## config.mk

```make
export PLATFORM = sky130hd
export DESIGN_NAME = line_refill_unit_flat
export DESIGN_NICKNAME = d
export VERILOG_FILES = /design/src/rtl/line_refill_unit_pkg.sv /design/src/rtl/line_refill_unit_if.sv /design/src/rtl/line_refill_unit.sv /design/src/flat_wrapper.sv
export SDC_FILE = /design/constraint.sdc
export NUM_CORES = 1
export LEC_CHECK = 0
export CORE_ASPECT_RATIO = 0.7
export CORE_MARGIN = 3
export CORE_UTILIZATION = 30
export DETAILED_ROUTE_END_ITERATION = 8
export GPL_ROUTABILITY_DRIVEN = 0
export PLACE_DENSITY = 0.64
export SLEW_MARGIN = 30
export SYNTH_ARGS = -nofsm -noshare
export SYNTH_HDL_FRONTEND = slang
export SYNTH_SLANG_ARGS = --single-unit
```

## constraint.sdc

```tcl
create_clock -name clk -period 5.3 [get_ports clk]
set_input_delay 1.59 -clock clk [delete_from_list [all_inputs] [get_ports clk]]
set_output_delay 1.59 -clock clk [all_outputs]
set_load 0.1 [all_outputs]
```

## src/rtl/line_refill_unit_pkg.sv

```systemverilog
// Shared cache definitions: access sizes, refill FSM states and line-geometry helpers.
package line_refill_unit_pkg;

  localparam logic [1:0] SIZE_BYTE = 2'd0;
  localparam logic [1:0] SIZE_HALF = 2'd1;
  localparam logic [1:0] SIZE_WORD = 2'd2;

  typedef enum logic {
    S_IDLE = 1'b0,
    S_FILL = 1'b1
  } state_t;

  function automatic int offset_bits(input int line_bytes);
    return $clog2(line_bytes);
  endfunction

  function automatic int words_per_line(input int line_bytes);
    return line_bytes / 4;
  endfunction

  localparam int OFFSET_BITS    = offset_bits(16);
  localparam int WORDS_PER_LINE = words_per_line(16);

endpackage

```

## src/rtl/line_refill_unit_if.sv

```systemverilog
// Word-wide read bus between the refill engine (master) and memory (slave).
// Handshake: a request transfers on a rising edge where bus_req_valid and bus_req_ready are
// both high; once raised, bus_req_valid and bus_req_addr hold until that transfer. Responses
// have no back-pressure: bus_rsp_valid qualifies bus_rdata for one cycle, in request order.
interface line_refill_unit_if #(
  parameter int ADDR_WIDTH = 32
);
  logic                  bus_req_valid;
  logic                  bus_req_ready;
  logic [ADDR_WIDTH-1:0] bus_req_addr;
  logic                  bus_rsp_valid;
  logic [31:0]           bus_rdata;

  modport master (
    output bus_req_valid,
    output bus_req_addr,
    input  bus_req_ready,
    input  bus_rsp_valid,
    input  bus_rdata
  );

  modport slave (
    input  bus_req_valid,
    input  bus_req_addr,
    output bus_req_ready,
    output bus_rsp_valid,
    output bus_rdata
  );
endinterface

```

## src/rtl/line_refill_unit.sv

```systemverilog
// Instruction-cache line refill: issues word reads for one line and returns it in one pulse.
// Optional REFILL_TIMEOUT_EN aborts a fill that waits TIMEOUT_CYCLES without a response.
module line_refill_unit
  import line_refill_unit_pkg::*;
#(
  parameter int ADDR_WIDTH      = 32,
  parameter int LINE_BYTES      = 16,
  parameter int MAX_OUTSTANDING = 2,
  parameter int TIMEOUT_CYCLES  = 256
) (
  input  logic                    clk,
  input  logic                    rst,
  input  logic                    mem_req,
  input  logic [ADDR_WIDTH-1:0]   mem_addr,
  output logic                    mem_rvalid,
  output logic [LINE_BYTES*8-1:0] mem_rdata,
  output logic                    refill_err,
  output state_t                  dbg_state,
  line_refill_unit_if.master      bus
);

  localparam int W  = words_per_line(LINE_BYTES);
  localparam int OB = offset_bits(LINE_BYTES);
  localparam int CW = $clog2(W) + 1;
  localparam logic [ADDR_WIDTH-1:0] OFFSET_MASK = ADDR_WIDTH'((1 << OB) - 1);

  state_t                state_q, state_n;
  logic [ADDR_WIDTH-1:0] base_q;
  logic [ADDR_WIDTH-1:0] start_base;
  logic [ADDR_WIDTH-1:0] req_addr_n;
  logic [CW-1:0]         issued_q, received_q;
  logic [CW-1:0]         issued_n, received_n;
  logic [W-1:0][31:0]    line_q;
  logic                  accept, rsp_take, start, done, abort, req_valid_n;

  assign start_base = mem_addr & ~OFFSET_MASK;
  assign accept     = (state_q == S_FILL) && bus.bus_req_valid && bus.bus_req_ready;
  assign rsp_take   = (state_q == S_FILL) && bus.bus_rsp_valid && (received_q < CW'(W));

`ifdef REFILL_TIMEOUT_EN
  localparam int TW = $clog2(TIMEOUT_CYCLES + 1);
  logic [TW-1:0] tcnt_q;

  // Counts idle FILL cycles since the fill started or the last response arrived.
  assign abort = (state_q == S_FILL) && !rsp_take && (tcnt_q == TW'(TIMEOUT_CYCLES - 1));

  always_ff @(posedge clk) begin
    if (rst || start || rsp_take) tcnt_q <= '0;
    else if (state_q == S_FILL)   tcnt_q <= tcnt_q + TW'(1);
  end
`else
  logic unused_timeout;
  assign unused_timeout = (TIMEOUT_CYCLES != 0);
  assign abort          = 1'b0;
`endif

  always_comb begin
    state_n     = state_q;
    issued_n    = issued_q;
    received_n  = received_q;
    req_valid_n = 1'b0;
    start       = 1'b0;
    done        = 1'b0;
    case (state_q)
      S_IDLE: begin
        if (mem_req) begin
          start       = 1'b1;
          state_n     = S_FILL;
          issued_n    = '0;
          received_n  = '0;
          req_valid_n = 1'b1;
        end
      end
      S_FILL: begin
        issued_n    = issued_q + CW'(accept);
        received_n  = received_q + CW'(rsp_take);
        // An accept this cycle already counts toward the outstanding limit.
        req_valid_n = (issued_n < CW'(W)) && ((issued_n - received_n) < CW'(MAX_OUTSTANDING));
        if (rsp_take && (received_n == CW'(W))) begin
          done        = 1'b1;
          state_n     = S_IDLE;
          req_valid_n = 1'b0;
        end else if (abort) begin
          state_n     = S_IDLE;
          req_valid_n = 1'b0;
        end
      end
      default: state_n = S_IDLE;
    endcase
  end

  assign req_addr_n = (start ? start_base : base_q) + (ADDR_WIDTH'(issued_n) << 2);

  always_ff @(posedge clk) begin
    if (rst) begin
      state_q           <= S_IDLE;
      base_q            <= '0;
      issued_q          <= '0;
      received_q        <= '0;
      line_q            <= '0;
      mem_rvalid        <= 1'b0;
      refill_err        <= 1'b0;
      bus.bus_req_valid <= 1'b0;
      bus.bus_req_addr  <= '0;
    end else begin
      state_q           <= state_n;
      issued_q          <= issued_n;
      received_q        <= received_n;
      bus.bus_req_valid <= req_valid_n;
      bus.bus_req_addr  <= req_addr_n;
      mem_rvalid        <= done || abort;
      refill_err        <= abort;
      if (start) base_q <= start_base;
      if (rsp_take) line_q[received_q[CW-2:0]] <= bus.bus_rdata;
      // Words never returned before an abort read back as zero.
      if (abort) begin
        for (int k = 0; k < W; k++) begin
          if (CW'(k) >= received_q) line_q[k] <= '0;
        end
      end
    end
  end

  assign mem_rdata = line_q;
  assign dbg_state = state_q;

endmodule
```

## src/flat_wrapper.sv

```systemverilog
// flat-port wrapper written by rule: the top's interface ports become plain ports
module line_refill_unit_flat import line_refill_unit_pkg::*;
#(
  parameter int ADDR_WIDTH      = 32,
  parameter int LINE_BYTES      = 16,
  parameter int MAX_OUTSTANDING = 2,
  parameter int TIMEOUT_CYCLES  = 256
)
  (clk, rst, mem_req, mem_addr, mem_rvalid, mem_rdata, refill_err, dbg_state, bus_bus_req_valid, bus_bus_req_addr, bus_bus_req_ready, bus_bus_rsp_valid, bus_bus_rdata);
  line_refill_unit_if #(.ADDR_WIDTH(ADDR_WIDTH)) bus_i ();
  input  logic clk;
  input  logic rst;
  input  logic mem_req;
  input  logic [ADDR_WIDTH-1:0] mem_addr;
  output logic mem_rvalid;
  output logic [LINE_BYTES*8-1:0] mem_rdata;
  output logic refill_err;
  output state_t dbg_state;
  output wire logic [$bits(bus_i.bus_req_valid)-1:0] bus_bus_req_valid;
  output wire logic [$bits(bus_i.bus_req_addr)-1:0] bus_bus_req_addr;
  input wire logic [$bits(bus_i.bus_req_ready)-1:0] bus_bus_req_ready;
  input wire logic [$bits(bus_i.bus_rsp_valid)-1:0] bus_bus_rsp_valid;
  input wire logic [$bits(bus_i.bus_rdata)-1:0] bus_bus_rdata;
  assign bus_bus_req_valid = bus_i.bus_req_valid;
  assign bus_bus_req_addr = bus_i.bus_req_addr;
  assign bus_i.bus_req_ready = bus_bus_req_ready;
  assign bus_i.bus_rsp_valid = bus_bus_rsp_valid;
  assign bus_i.bus_rdata = bus_bus_rdata;
  line_refill_unit #(.ADDR_WIDTH(ADDR_WIDTH), .LINE_BYTES(LINE_BYTES), .MAX_OUTSTANDING(MAX_OUTSTANDING), .TIMEOUT_CYCLES(TIMEOUT_CYCLES)) u_core (.clk(clk), .rst(rst), .mem_req(mem_req), .mem_addr(mem_addr), .mem_rvalid(mem_rvalid), .mem_rdata(mem_rdata), .refill_err(refill_err), .dbg_state(dbg_state), .bus(bus_i));
endmodule
```

== Word-level counts from Yosys, hierarchy flattened ==
Index checks and enable logic that the tools add are counted.
Storage, ports and cells
  flip-flop bits (word level): 201
  bits of input ports: 69
Operators by class
  $add $sub $neg: 4
  magnitude comparators: 5
  equality and inequality tests: 2
  mux-type cells: 15
  bitwise gates (word level): 1
  reductions and logical operators: 8
Operator list (count)
  $bwmux 128: 1
  $demux 32 s2: 1
  $mux 32: 2
  $add 32x5->32: 1
  $pmux 3 s2: 2
  $logic_and 1x1->1: 7
  $add 3x1->3: 2
  $lt 3x3->1 const B: 2
  $mux 3: 2
  $mux 1: 5
  $pmux 1 s2: 2
  $eq 3x3->1 const B: 1
  $lt 2x3->1 const B: 1
  $lt 3x2->1 const B: 1
  $sub 3x3->3: 1
  $ge 2x1->1 const B: 1
  $ne 2x2->1 const B: 1
  $reduce_or 2->1: 1
  $not 1->1: 1

== Logic depth before layout (Yosys ltp) ==
  word-level depth: 8
  mapped depth: 15

== Worst setup path after synthesis ==
No wires, ideal clock.
  path kind: input to register
  from: input port mem_req
  to: register u_core.bus.bus_req_addr[28]
  library setup time: 78 ps
  arrival: 4084 ps
  data required time: 5222 ps
  path slack: 1139 ps
  stages on the path: 13
  buffers on the path: 4
  cells stage by stage: nor2b_2 > buf_6 > buf_2 > buf_2 > buf_2 > nand2_1 > nand2_1 > ha_1 > a21oi_1 > a211o_4 > or3_4 > o21a_1 > nor3_1
On the way
  longest elaborated chain between the ends: 4
  elaborated cells between the ends (all ways): 6
  those cells by class: add/sub: 1; mux: 5
Ends and longest elaborated chain
  start, declared: RTL line flat_wrapper.sv:13  | input logic mem_req;
  $mux 1: RTL line line_refill_unit.sv:66  | if (mem_req) begin
  $mux 1: RTL line line_refill_unit.sv:64  | case (state_q)
  $mux 32: RTL line line_refill_unit.sv:92  | assign req_addr_n = (start ? start_base : base_q) + (ADDR_WIDTH'(issued_n) << 2);
  $add 32x5->32 (*): RTL line line_refill_unit.sv:92
  end signal, assigned: RTL line line_refill_unit.sv:110  | bus.bus_req_addr <= req_addr_n;
  end, declared: RTL line line_refill_unit_if.sv:16  | output bus_req_addr,
Mark *: on every way between the ends. The rest lies on a longest branch, timed or not.
A chain may end at the register's enable or synchronous reset.

== Final worst setup path ==
  from: input port bus_bus_req_ready
  to: register u_core.bus.bus_req_addr[25]
On the way
  longest elaborated chain between the ends: 4
Ends and longest elaborated chain
  start, declared: RTL line flat_wrapper.sv:21  | input wire logic [$bits(bus_i.bus_req_ready)-1:0] bus_bus_req_ready;
  $logic_and 1x1->1: RTL line line_refill_unit.sv:37  | assign accept = (state_q == S_FILL) && bus.bus_req_valid && bus.bus_req_ready;
  $add 3x1->3: RTL line line_refill_unit.sv:75  | issued_n = issued_q + CW'(accept);
  $pmux 3 s2: RTL line line_refill_unit.sv:64
  via u_core.issued_n[1]: RTL line line_refill_unit.sv:32  | logic [CW-1:0] issued_n, received_n;
  $add 32x5->32: RTL line line_refill_unit.sv:92
The timed path passes the listed nets, and every way through them passes these cells.

==> flow_summary.toml <==
[logic_synthesis]
synth_cells = 909
synthDistinctLibCells = 53
ys.flop_type = "dfxtp_1"
syn_area_mm2 = 0.00759
ys_seq_elements = 197
avgSynthCellArea_um2 = 8.35
yosysWarningCount = 0
async_flop_share_pct = 0
synth-edff-count = 0
synth-seq-area-share_pct = 51.9

[hold_path]
hp-class = "flop to flop"

[sta]
tns_ns = 0
hold_viol = 0
setup_viol = 0
fmaxAchievable_mhz = 226
rsz0062_at_grt = "false"
max_slew_margin_pct = 29.9
worstMarginPinSlew_ns = 1.05
skew_ns = 0.00986
final-max-slew-violation-count = 0
fin_crit_sh_pct = 83.4
min_period_ns = 4.42

[setup_path]
critPathMaxFanout = 9
crit_path_start_kind = "primary input"
crit_required_ns = 5.67
cp.arrival_ns = 4.79
cp-end-kind = "flop"
path_class = "primary input to flop"

[floorplanning]
initial_utilization_pct = 30.7
dieArea_mm2 = 0.0273
core-area_mm2 = 0.0247
die_x_um = 196
io_pins = 233
num_rows = 48
die_height_um = 139

[grt]
grtUsageMet1_pct = 24.4
met3_usage_pct = 6.19
antenna_found_initial = 0
grt_usage_pct = 17.5
overflow = 0
grt_pass1_vias = 6613
grt_pass1_wl_mm = 37.7
grt_max_degree = 90
grt_busiest_layer = "met2"
grtUsageMet2_pct = 26.1

[cells_and_area]
seqCellArea_mm2 = 0.00394
multi_input_area_mm2 = 0.00339
diodes = 0
fin_nets = 1186
area_growth_pct = 40.6
finalNonFillerCells = 1445
drive_gt1_share_pct = 6.52
post-route-util_pct = 43.2
fillers = 2497

[clocking]
cts.hold.buffers_added = 0
insertion_delay_ns = 0.43
cts_made_buffers = 17
clockRootBuffer = "clkbuf_16"
cts_tree = "built"
post_cts_buffers = 0
cts_buffer_depth = 2
clk_pin_slew_worst_paths_ns = 0.07
cts_resized = 0
clock-sinks = 197
cts_max_level = 4

[pwr]
switching_share_pct = 27.7
p_switching_mw = 0.932
clkPwrFrac_pct = 40.5
power_frac_seq_pct = 45.7
power_density_mw_per_mm2 = 315
pwr-share-comb_pct = 13.8
cellInternalPower_mw = 2.43
p_leak_nw = 3.83
irDropWorstVdd_mv = 0.209

[route]
first_pass_iters = 6
vias = 6866
drc = 0
drtIter0Drc = 379
drt-total-wl_mm = 24.2
via_per_inst = 4.75
postRouteAntennaNets = 0
wire_per_inst_um = 16.7

[run_status]
status = "completed"

[placement]
hpwl_mm = 16.5
portBuffers = 225
place_inst = 1414

[run]
drv_cap = 0
-- synthesized netlist by cell type (all sizes together) (5+ instances only) --
| cell | n | area [µm²] |
|---|---|---|
| a21oi | 139 | 696 |
| a31oi | 5 | 31.3 |
| and3 | 9 | 56.3 |
| buf | 9 | 61.3 |
| clkbuf | 51 | 191 |
| dfxtp | 197 | 3940 |
| ha | 7 | 87.6 |
| inv | 8 | 30.0 |
| mux2i | 31 | 322 |
| nand2 | 281 | 1050 |
| nand3 | 12 | 72.6 |
| nor2 | 53 | 199 |
| nor2b | 10 | 65.1 |
| nor3 | 18 | 95.1 |
| xnor2 | 7 | 61.3 |
| xor2 | 15 | 131 |
-- power groups by stage --
stage,logic [mW],registers [mW],clock network (mW)
6_report,0.464,1.54,1.36
3_3_place_gp,0.463,1.57,0
5_1_grt,0.490,1.54,1.45
2_1_floorplan,0.136,1.75,0
4_1_cts,0.467,1.54,1.40
3_5_place_dp,0.465,1.57,0
-- cell usage in the layout, fill, tap and decap left out, drive strengths merged, types with 10 or more instances in the layout --
cell type / count
clkdlybuf4s50: 212
nor3: 18
inv: 10
nand3: 12
buf: 26
a21oi: 139
nor2b: 10
nand2: 281
xor2: 15
mux2i: 31
nor2: 53
clkbuf: 21
dfxtp: 197
-- per-stage QoR --
step           area (µm²)  power, mW  setup slack (ns)  hold WS (ns)
2_1_floorplan        7600       1.89              1.14         0.444
3_3_place_gp        10100       2.04             0.436         0.441
3_5_place_dp        10100       2.04             0.434         0.446
4_1_cts             10700       3.41             0.892         0.455
5_1_grt             10700       3.49             0.662         0.468
6_report            10700       3.37             0.880         0.451
-- path summary, 6_finish.rpt --
kind	cells after the start	slack, ns	startpoint	end
min	2	0.45	u_core.mem_rdata[24]$_SDFFE_PP0P_	u_core.mem_rdata[24]$_SDFFE_PP0P_
min reg2reg	2	0.45	u_core.mem_rdata[24]$_SDFFE_PP0P_	u_core.mem_rdata[24]$_SDFFE_PP0P_
max	13	0.88	bus_bus_req_ready	u_core.bus.bus_req_addr[25]$_SDFF_PP0_
max reg2reg	12	1.61	u_core.dbg_state$_SDFF_PP0_	u_core.bus.bus_req_addr[25]$_SDFF_PP0_
-- sequential cells by signal (all words and copies together) (netlist names) --
signal	flops
u_core.received_q	3
u_core.base_q	30
u_core.dbg_state	1
u_core.mem_rvalid	1
u_core.bus.bus_req_valid	1
u_core.bus.bus_req_addr	30
u_core.issued_q	3
u_core.mem_rdata	128
-- critical path: stages --
cell,delay (ns)
clkdlybuf4s50_1,0.39
and3_1,0.19
ha_1,0.18
ha_1,0.31
a22oi_1,0.37
inv_1,0.08
ha_1,0.29
nand3_1,0.08
nand2_1,0.18
and4bb_1,0.38
nand3_4,0.17
or4b_1,0.50
nand2_1,0.07
-- cell families (layout without fill, tap and decap cells) --
group,after synthesis,after routing,synth area share [%]
buffers and inverters,68,277,3.72
AO/OA/AOI/OAI,167,167,12.1
adder cells (fa/ha/maj),9,9,1.68
other,1,3,0.0494
flip-flops,197,197,51.9
multiplexers,33,33,4.53
XOR/XNOR,22,22,2.54
AND/OR/NAND/NOR,412,412,23.4
-- layout make-up --
type                    instances  share of cell area [%]
clock buffers                  21                    4.40
clock inverters                10                    1.35
inverters                       8                   0.281
multi-input cells             646                    31.8
flip-flops and latches        197                    36.9
well taps                     325                    3.81
repair buffers                238                    21.5
-- metal layers --
metal / wire length, µm / vias to the layer above / part of all wire, %
met3: 1900 / 17 / 7.9
met2: 10500 / 195 / 43
li1: - / 3397 / -
met4: 223 / 0 / 0.92
met1: 11600 / 3257 / 48
met5: 0 / - / 0
Note: power is estimated with default switching activity, not from simulation.
